===== config.mk =====
export PLATFORM = sky130hd
export DESIGN_NAME = wb_ctrl_flat
export DESIGN_NICKNAME = d
export VERILOG_FILES = /design/src/rtl/wb_pkg.sv /design/src/rtl/wb_ctrl_if.sv /design/src/rtl/wb_pc_next.sv /design/src/rtl/wb_ctrl.sv /design/src/flat_wrapper.sv
export SDC_FILE = /design/constraint.sdc
export NUM_CORES = 1
export LEC_CHECK = 0
export CORE_MARGIN = 2
export CORE_UTILIZATION = 41
export CTS_CLUSTER_DIAMETER = 40
export DETAILED_ROUTE_END_ITERATION = 16
export PLACE_DENSITY = 0.9
export SYNTH_ARGS = -nofsm -noshare
export SYNTH_HDL_FRONTEND = slang
export SYNTH_HIERARCHICAL = 1
export SYNTH_SLANG_ARGS = --single-unit
export TNS_END_PERCENT = 5

===== constraint.sdc =====
create_clock -name CLOCK_50 -period 1.8 [get_ports CLOCK_50]
set_input_delay 0.45 -clock CLOCK_50 [delete_from_list [all_inputs] [get_ports CLOCK_50]]
set_output_delay 0.45 -clock CLOCK_50 [all_outputs]
set_load 0.01 [all_outputs]

===== src/rtl/wb_pkg.sv =====
// wb_pkg: shared types and constants for the writeback controller.
//   wb_state_t     : controller FSM states
//   REG_ADDR_W     : register file address width
//   DATA_W         : register file data width
//   PC_REG         : register index that aliases the program counter
//   TIMEOUT_CYCLES : WAIT_MEM cycles before a load is abandoned
//                    (only meaningful when WB_TIMEOUT_EN is defined)
package wb_pkg;

    typedef enum logic [1:0] {
        IDLE     = 2'd0,
        WAIT_MEM = 2'd1,
        WRITE    = 2'd2
    } wb_state_t;

    localparam int REG_ADDR_W     = 4;
    localparam int DATA_W         = 32;
    localparam int TIMEOUT_CYCLES = 8;

    localparam logic [REG_ADDR_W-1:0] PC_REG = 4'd15;

endpackage


===== src/rtl/wb_ctrl_if.sv =====
// wb_ctrl_if: retire handshake from execute plus the DMEM read response.
//   master : execute / memory side (drives instruction fields, DMEM response)
//   slave  : writeback controller (drives EX_ready)
interface wb_ctrl_if;
    import wb_pkg::*;

    logic                  EX_valid;
    logic                  EX_ready;
    logic [REG_ADDR_W-1:0] EX_ARd;
    logic                  EX_write_en;
    logic                  EX_is_load;
    logic [DATA_W-1:0]     EX_ALU_result;
    logic                  DMEM_rvalid;
    logic [DATA_W-1:0]     DMEM_rdata;

    modport master (
        output EX_valid, EX_ARd, EX_write_en, EX_is_load, EX_ALU_result,
        output DMEM_rvalid, DMEM_rdata,
        input  EX_ready
    );

    modport slave (
        input  EX_valid, EX_ARd, EX_write_en, EX_is_load, EX_ALU_result,
        input  DMEM_rvalid, DMEM_rdata,
        output EX_ready
    );
endinterface


===== src/rtl/wb_pc_next.sv =====
// wb_pc_next: program counter register.
//   clk_i, rst_i : clock, synchronous active-high reset
//   advance_i    : one retirement completed this cycle
//   branch_i     : the retirement wrote the PC register (takes priority)
//   target_i     : branch target
//   pc_o         : current PC_next value
module wb_pc_next #(
    parameter int NUM_INSTR = 16,
    parameter int PC_W      = 5
) (
    input  logic            clk_i,
    input  logic            rst_i,
    input  logic            advance_i,
    input  logic            branch_i,
    input  logic [PC_W-1:0] target_i,
    output logic [PC_W-1:0] pc_o
);

    logic [PC_W-1:0] pc_q;
    logic [PC_W-1:0] pc_d;

    always_comb begin
        pc_d = pc_q;
        if (branch_i) begin
            pc_d = target_i;
        end else if (advance_i) begin
            pc_d = (pc_q == PC_W'(NUM_INSTR - 1)) ? '0 : pc_q + 1'b1;
        end
    end

    always_ff @(posedge clk_i) begin
        if (rst_i) begin
            pc_q <= '0;
        end else begin
            pc_q <= pc_d;
        end
    end

    assign pc_o = pc_q;

endmodule


===== src/rtl/wb_ctrl.sv =====
// wb_ctrl: writeback controller; retires one instruction at a time with a
// single register-file write and then advances (or branches) the PC.
//   CLOCK_50, RESET             : clock, synchronous active-high reset
//   ex (wb_ctrl_if.slave)       : retire handshake and DMEM read response
//   mux_ARd_or_15               : register file write address
//   CNTRL_write_en_ARd          : register file write enable (WRITE only)
//   mux_ALU_result_or_DMEM_data : register file write data
//   PC_next                     : next PC, stable between retirements
//   WB_busy                     : controller not in IDLE
//   WB_timeout                  : sticky load-timeout flag
// Optional: define WB_TIMEOUT_EN to abandon loads after TIMEOUT_CYCLES.
//
// state    | meaning
// IDLE     | ready for the next retiring instruction
// WAIT_MEM | load accepted, waiting for DMEM_rvalid
// WRITE    | one-cycle register write, PC updated at end of cycle
module wb_ctrl
    import wb_pkg::*;
#(
    parameter int NUM_INSTR = 16,
    parameter int PC_W      = 5
) (
    input  logic                  CLOCK_50,
    input  logic                  RESET,
    wb_ctrl_if.slave              ex,
    output logic [REG_ADDR_W-1:0] mux_ARd_or_15,
    output logic                  CNTRL_write_en_ARd,
    output logic [DATA_W-1:0]     mux_ALU_result_or_DMEM_data,
    output logic [PC_W-1:0]       PC_next,
    output logic                  WB_busy,
    output logic                  WB_timeout
);

    wb_state_t             state_q, state_d;
    logic [REG_ADDR_W-1:0] ard_q, ard_d;
    logic                  wen_q, wen_d;
    logic [DATA_W-1:0]     data_q, data_d;
    logic                  wr_en_q, wr_en_d;
    logic                  ready_q, busy_q;
    logic                  advance;
    logic                  branch;

`ifdef WB_TIMEOUT_EN
    localparam int CNT_W = $clog2(TIMEOUT_CYCLES);
    logic [CNT_W-1:0] cnt_q, cnt_d;
    logic             tmo_q, tmo_set;
`endif

    always_comb begin
        state_d = state_q;
        ard_d   = ard_q;
        wen_d   = wen_q;
        data_d  = data_q;
        wr_en_d = 1'b0;
        advance = 1'b0;
`ifdef WB_TIMEOUT_EN
        cnt_d   = cnt_q;
        tmo_set = 1'b0;
`endif
        case (state_q)
            IDLE: begin
                // A coincident DMEM_rvalid here belongs to nobody and is dropped.
                if (ex.EX_valid && ready_q) begin
                    ard_d = ex.EX_ARd;
                    wen_d = ex.EX_write_en;
                    if (ex.EX_is_load) begin
                        state_d = WAIT_MEM;
`ifdef WB_TIMEOUT_EN
                        cnt_d   = '0;
`endif
                    end else begin
                        data_d  = ex.EX_ALU_result;
                        wr_en_d = ex.EX_write_en;
                        state_d = WRITE;
                    end
                end
            end
            WAIT_MEM: begin
                // rvalid is checked first so it wins over a same-cycle expiry.
                if (ex.DMEM_rvalid) begin
                    data_d  = ex.DMEM_rdata;
                    wr_en_d = wen_q;
                    state_d = WRITE;
`ifdef WB_TIMEOUT_EN
                end else if (cnt_q == CNT_W'(TIMEOUT_CYCLES - 1)) begin
                    tmo_set = 1'b1;
                    state_d = WRITE;
                end else begin
                    cnt_d = cnt_q + 1'b1;
`endif
                end
            end
            WRITE: begin
                advance = 1'b1;
                state_d = IDLE;
            end
            default: state_d = IDLE;
        endcase
    end

    // Branch only when the write really happens (a timed-out load never branches).
    assign branch = advance && wr_en_q && (ard_q == PC_REG);

    always_ff @(posedge CLOCK_50) begin
        if (RESET) begin
            state_q <= IDLE;
            ard_q   <= '0;
            wen_q   <= 1'b0;
            data_q  <= '0;
            wr_en_q <= 1'b0;
            ready_q <= 1'b1;
            busy_q  <= 1'b0;
        end else begin
            state_q <= state_d;
            ard_q   <= ard_d;
            wen_q   <= wen_d;
            data_q  <= data_d;
            wr_en_q <= wr_en_d;
            ready_q <= (state_d == IDLE);
            busy_q  <= (state_d != IDLE);
        end
    end

`ifdef WB_TIMEOUT_EN
    always_ff @(posedge CLOCK_50) begin
        if (RESET) begin
            cnt_q <= '0;
            tmo_q <= 1'b0;
        end else begin
            cnt_q <= cnt_d;
            if (tmo_set) begin
                tmo_q <= 1'b1;
            end
        end
    end
    assign WB_timeout = tmo_q;
`else
    assign WB_timeout = 1'b0;
`endif

    wb_pc_next #(
        .NUM_INSTR (NUM_INSTR),
        .PC_W      (PC_W)
    ) u_pc_next (
        .clk_i     (CLOCK_50),
        .rst_i     (RESET),
        .advance_i (advance),
        .branch_i  (branch),
        .target_i  (data_q[PC_W-1:0]),
        .pc_o      (PC_next)
    );

    assign ex.EX_ready                 = ready_q;
    assign mux_ARd_or_15               = ard_q;
    assign CNTRL_write_en_ARd          = wr_en_q;
    assign mux_ALU_result_or_DMEM_data = data_q;
    assign WB_busy                     = busy_q;

endmodule

===== src/flat_wrapper.sv =====
// flat-port wrapper written by rule: the top's interface ports become plain ports
module wb_ctrl_flat import wb_pkg::*;
#(
    parameter int NUM_INSTR = 16,
    parameter int PC_W      = 5
)
  (CLOCK_50, RESET, mux_ARd_or_15, CNTRL_write_en_ARd, mux_ALU_result_or_DMEM_data, PC_next, WB_busy, WB_timeout, ex_EX_valid, ex_EX_ARd, ex_EX_write_en, ex_EX_is_load, ex_EX_ALU_result, ex_DMEM_rvalid, ex_DMEM_rdata, ex_EX_ready);
  wb_ctrl_if ex_i ();
  input  logic CLOCK_50;
  input  logic RESET;
  output logic [REG_ADDR_W-1:0] mux_ARd_or_15;
  output logic CNTRL_write_en_ARd;
  output logic [DATA_W-1:0] mux_ALU_result_or_DMEM_data;
  output logic [PC_W-1:0] PC_next;
  output logic WB_busy;
  output logic WB_timeout;
  input wire logic [$bits(ex_i.EX_valid)-1:0] ex_EX_valid;
  input wire logic [$bits(ex_i.EX_ARd)-1:0] ex_EX_ARd;
  input wire logic [$bits(ex_i.EX_write_en)-1:0] ex_EX_write_en;
  input wire logic [$bits(ex_i.EX_is_load)-1:0] ex_EX_is_load;
  input wire logic [$bits(ex_i.EX_ALU_result)-1:0] ex_EX_ALU_result;
  input wire logic [$bits(ex_i.DMEM_rvalid)-1:0] ex_DMEM_rvalid;
  input wire logic [$bits(ex_i.DMEM_rdata)-1:0] ex_DMEM_rdata;
  output wire logic [$bits(ex_i.EX_ready)-1:0] ex_EX_ready;
  assign ex_i.EX_valid = ex_EX_valid;
  assign ex_i.EX_ARd = ex_EX_ARd;
  assign ex_i.EX_write_en = ex_EX_write_en;
  assign ex_i.EX_is_load = ex_EX_is_load;
  assign ex_i.EX_ALU_result = ex_EX_ALU_result;
  assign ex_i.DMEM_rvalid = ex_DMEM_rvalid;
  assign ex_i.DMEM_rdata = ex_DMEM_rdata;
  assign ex_EX_ready = ex_i.EX_ready;
  wb_ctrl #(.NUM_INSTR(NUM_INSTR), .PC_W(PC_W)) u_core (.CLOCK_50(CLOCK_50), .RESET(RESET), .ex(ex_i), .mux_ARd_or_15(mux_ARd_or_15), .CNTRL_write_en_ARd(CNTRL_write_en_ARd), .mux_ALU_result_or_DMEM_data(mux_ALU_result_or_DMEM_data), .PC_next(PC_next), .WB_busy(WB_busy), .WB_timeout(WB_timeout));
endmodule

==> impl_metrics.toml <==
[sta]
fin_crit_ns = 1.744
fin_ws_ns = 0.05640
post-route-period-util = 0.9687
clock_skew_ns = 0.009289
rsz0062_at_grt = "no"
clock.fmax_ghz = 0.5735
hold_slack_ns = 0.4580
hold_viol_final = 0
slew_violations = 0
setup_viol = 0

[critical_path]
cp_slowest_stage_delay_ns = 0.57
worst-path-buf-inv = 1
crit_fanout = 5
r2r_slack_ns = 0.16
cp_slowest_cell = "clkdlybuf4s50_1"
worst_setup_path_end_kind = "primary output"
path_class = "flip-flop to primary output"
crit_chain = "clkdlybuf4s50_1"
arrival_ns = 1.29
required_ns = 1.35
rr_worst_depth = 4
worstSetupStartpoint = "u_core/u_pc_next/pc_o[3]$_SDFFE_PP0P_"
startpoint_type = "flip-flop"
timing.rr.end = "u_core/mux_ALU_result_or_DMEM_data[5]$_SDFFE_PP0P_"
crit_family = "buffers and inverters"
rr_startpoint = "u_core/state_q[0]$_SDFF_PP0_"

[route]
vias = 2322
drc = 0
wl_microns = 6565
wl_per_cell_microns = 14.85
firstDrtPassIters = 4
vias_per_cell = 5.253
drt_iter0_drc = 122
ant_nets = 0

[job]
drv_cap = 0

[finish]
drive_above_1_share = 0.1662
fin_cells = 442
area_growth_pct = 54.51
num_antenna_cells = 0
final_area_sq_um = 3752
nNetsFinal = 441

[synth]
ys_seq_area_frac = 0.3874
synth_edf_count = 0
syn_avg_cell_area_sq_um = 9.487
synth_ff_type = "dfxtp_1"
synthesis.nets = 331
yosysMostFrequentCell = "a211oi_1"
synth_area_sq_um = 2429
yosys_warnings = 6
ys_top_cells_by_area = "dfxtp_1, a211oi_1, mux2_2"
ys_async_sr_fraction = 0
synth_top_area_cell = "dfxtp_1"
synthCells = 256
ys_types = 31
synth_common_cells = "a211oi_1, dfxtp_1, inv_1, mux2_2"
synth_top_area_frac = 0.3874
ys_ff_latch = 47

[min_path]
hold_path_end = "u_core/mux_ALU_result_or_DMEM_data[26]$_SDFFE_PP0P_"
hold_path.class = "flip-flop to flip-flop"
worstHoldPathCells = 2
hp-start = "u_core/mux_ALU_result_or_DMEM_data[26]$_SDFFE_PP0P_"

[clock_network]
cts_root_buf = "clkbuf_8"
ctsLongestPathBuffers = 2
clock_latency_ns = 0.29
ctsHoldBuffers = 0
htree_levels = 2
clk_pin_slew_worst_paths_ns = 0.09
cts_tree = "yes"
clock_sinks = 47
cts_inserted_buffers = 5

[global_routing]
grt_overflow = 0
grt_pass1_wl_microns = 10520
grt_max_degree = 34
grt_pass1_vias = 2284
track_usage = 0.2004
grt_antenna_before_repair = 0

[power]
power.internal_mw = 1.972
p_clk_frac = 0.285
p_switching_mw = 0.6808
p_leak_nw = 1.304
pwr-share-comb = 0.268
pwr-share-seq = 0.447
powerDensity_nw_per_um2 = 707.0
max-vdd-ir-drop_uv = 324.2
p_sw_frac = 0.2566
p_total_mw = 2.653

[place]
port_buffers = 117
place_congestion = 0.7978
dp_cells = 434
placed_cell_area_sq_um = 3636
place_ws_ns = -0.1334
dp_hpwl_microns = 4882

[floorplan]
core_area_sq_um = 5816
die_y_microns = 80.97
start_util = 0.4176
std_cell_rows = 28
die_w_microns = 80.97
pin_count = 119
fp.dieArea_sq_um = 6555

[status]
outcome = "complete, no violations"
worst max path at each step:
stage	to	slack, ns	cells after the start
2_1_floorplan	u_core/u_pc_next/pc_o[0]$_SDFFE_PP0P_	0.18	9
3_3_place_gp	u_core/mux_ALU_result_or_DMEM_data[22]$_SDFFE_PP0P_	-0.04	4
3_5_place_dp	u_core/mux_ALU_result_or_DMEM_data[24]$_SDFFE_PP0P_	-0.13	4
4_1_cts	PC_next[3]	0.05	1
5_1_grt	PC_next[3]	0.01	1
6_report	PC_next[3]	0.06	1
power groups by stage:
| stage | clock (mW) | combinational [mW] | sequential [mW] |
|---|---|---|---|
| after global routing | 0.829 | 0.763 | 1.20 |
| after global placement | 0 | 0.692 | 1.21 |
| after CTS | 0.779 | 0.713 | 1.19 |
| final | 0.757 | 0.711 | 1.19 |
| after floorplan | 0 | 0.301 | 1.24 |
| after detailed placement | 0 | 0.709 | 1.21 |
state kept, by name (all words and copies together) (netlist names):
signal,flops
u_core/u_pc_next/pc_o,5
u_core/ex.EX_ready,1
u_core/state_q,2
u_core/mux_ALU_result_or_DMEM_data,32
u_core/wen_q,1
u_core/WB_busy,1
u_core/CNTRL_write_en_ARd,1
u_core/mux_ARd_or_15,4
cell families after synthesis:
kind of cell,Yosys count,share of synthesized area
fa+ha+maj,1,0.005151
other cells,1,0.001544
simple gates,32,0.08037
buf+inv,60,0.1169
compound gates,76,0.2324
flops,47,0.3874
mux,37,0.1690
xor+xnor,2,0.007214
metrics by stage:
step	utilization	TNS, ns
2_1_floorplan	-	0
3_3_place_gp	0.6252	-1.083
6_report	0.6452	0
5_1_grt	0.6452	0
4_1_cts	0.6446	0
3_5_place_dp	0.6252	-2.500
layout make-up:
type / instances / area [sq um]
Fill cell: 493 / 2063
Timing Repair Buffer: 129 / 1269
Multi-Input combinational cell: 149 / 1206
Sequential cell: 47 / 943.4
Inverter: 34 / 127.6
Tap cell: 75 / 93.84
Clock buffer: 5 / 68.82
Clock inverter: 3 / 43.79
metal layers:
layer | vias up | GRT usage | routed length, microns
li1 | 1141 | - | -
met1 | 1078 | 0.2452 | 2722
met2 | 93 | 0.3446 | 3279
met3 | 10 | 0.05889 | 488
met4 | 0 | 0.05085 | 74
met5 | - | 0 | 0
repair_timing:
| action | 4_1_cts | 5_1_grt |
|---|---|---|
| buffers inserted | 0 | 0 |
| resized for setup | 0 | 2 |
| endpoints found under the setup margin | 0 | 2 |
cell usage in the layout (no fill, tap or decap), types with 2 or more instances in the layout:
master / n
clkdlybuf4s50_1: 116
a211oi_1: 65
dfxtp_1: 45
inv_1: 34
mux2_2: 32
buf_4: 11
nor2_1: 8
a21oi_1: 7
clkbuf_8: 5
nand3_1: 5
mux2i_1: 5
nor3b_1: 3
nand3b_1: 3
nor3_1: 2
nand4b_1: 2
dfxtp_2: 2
nand2_1: 2
xor2_1: 2
Power figures use the tool's default switching activity.
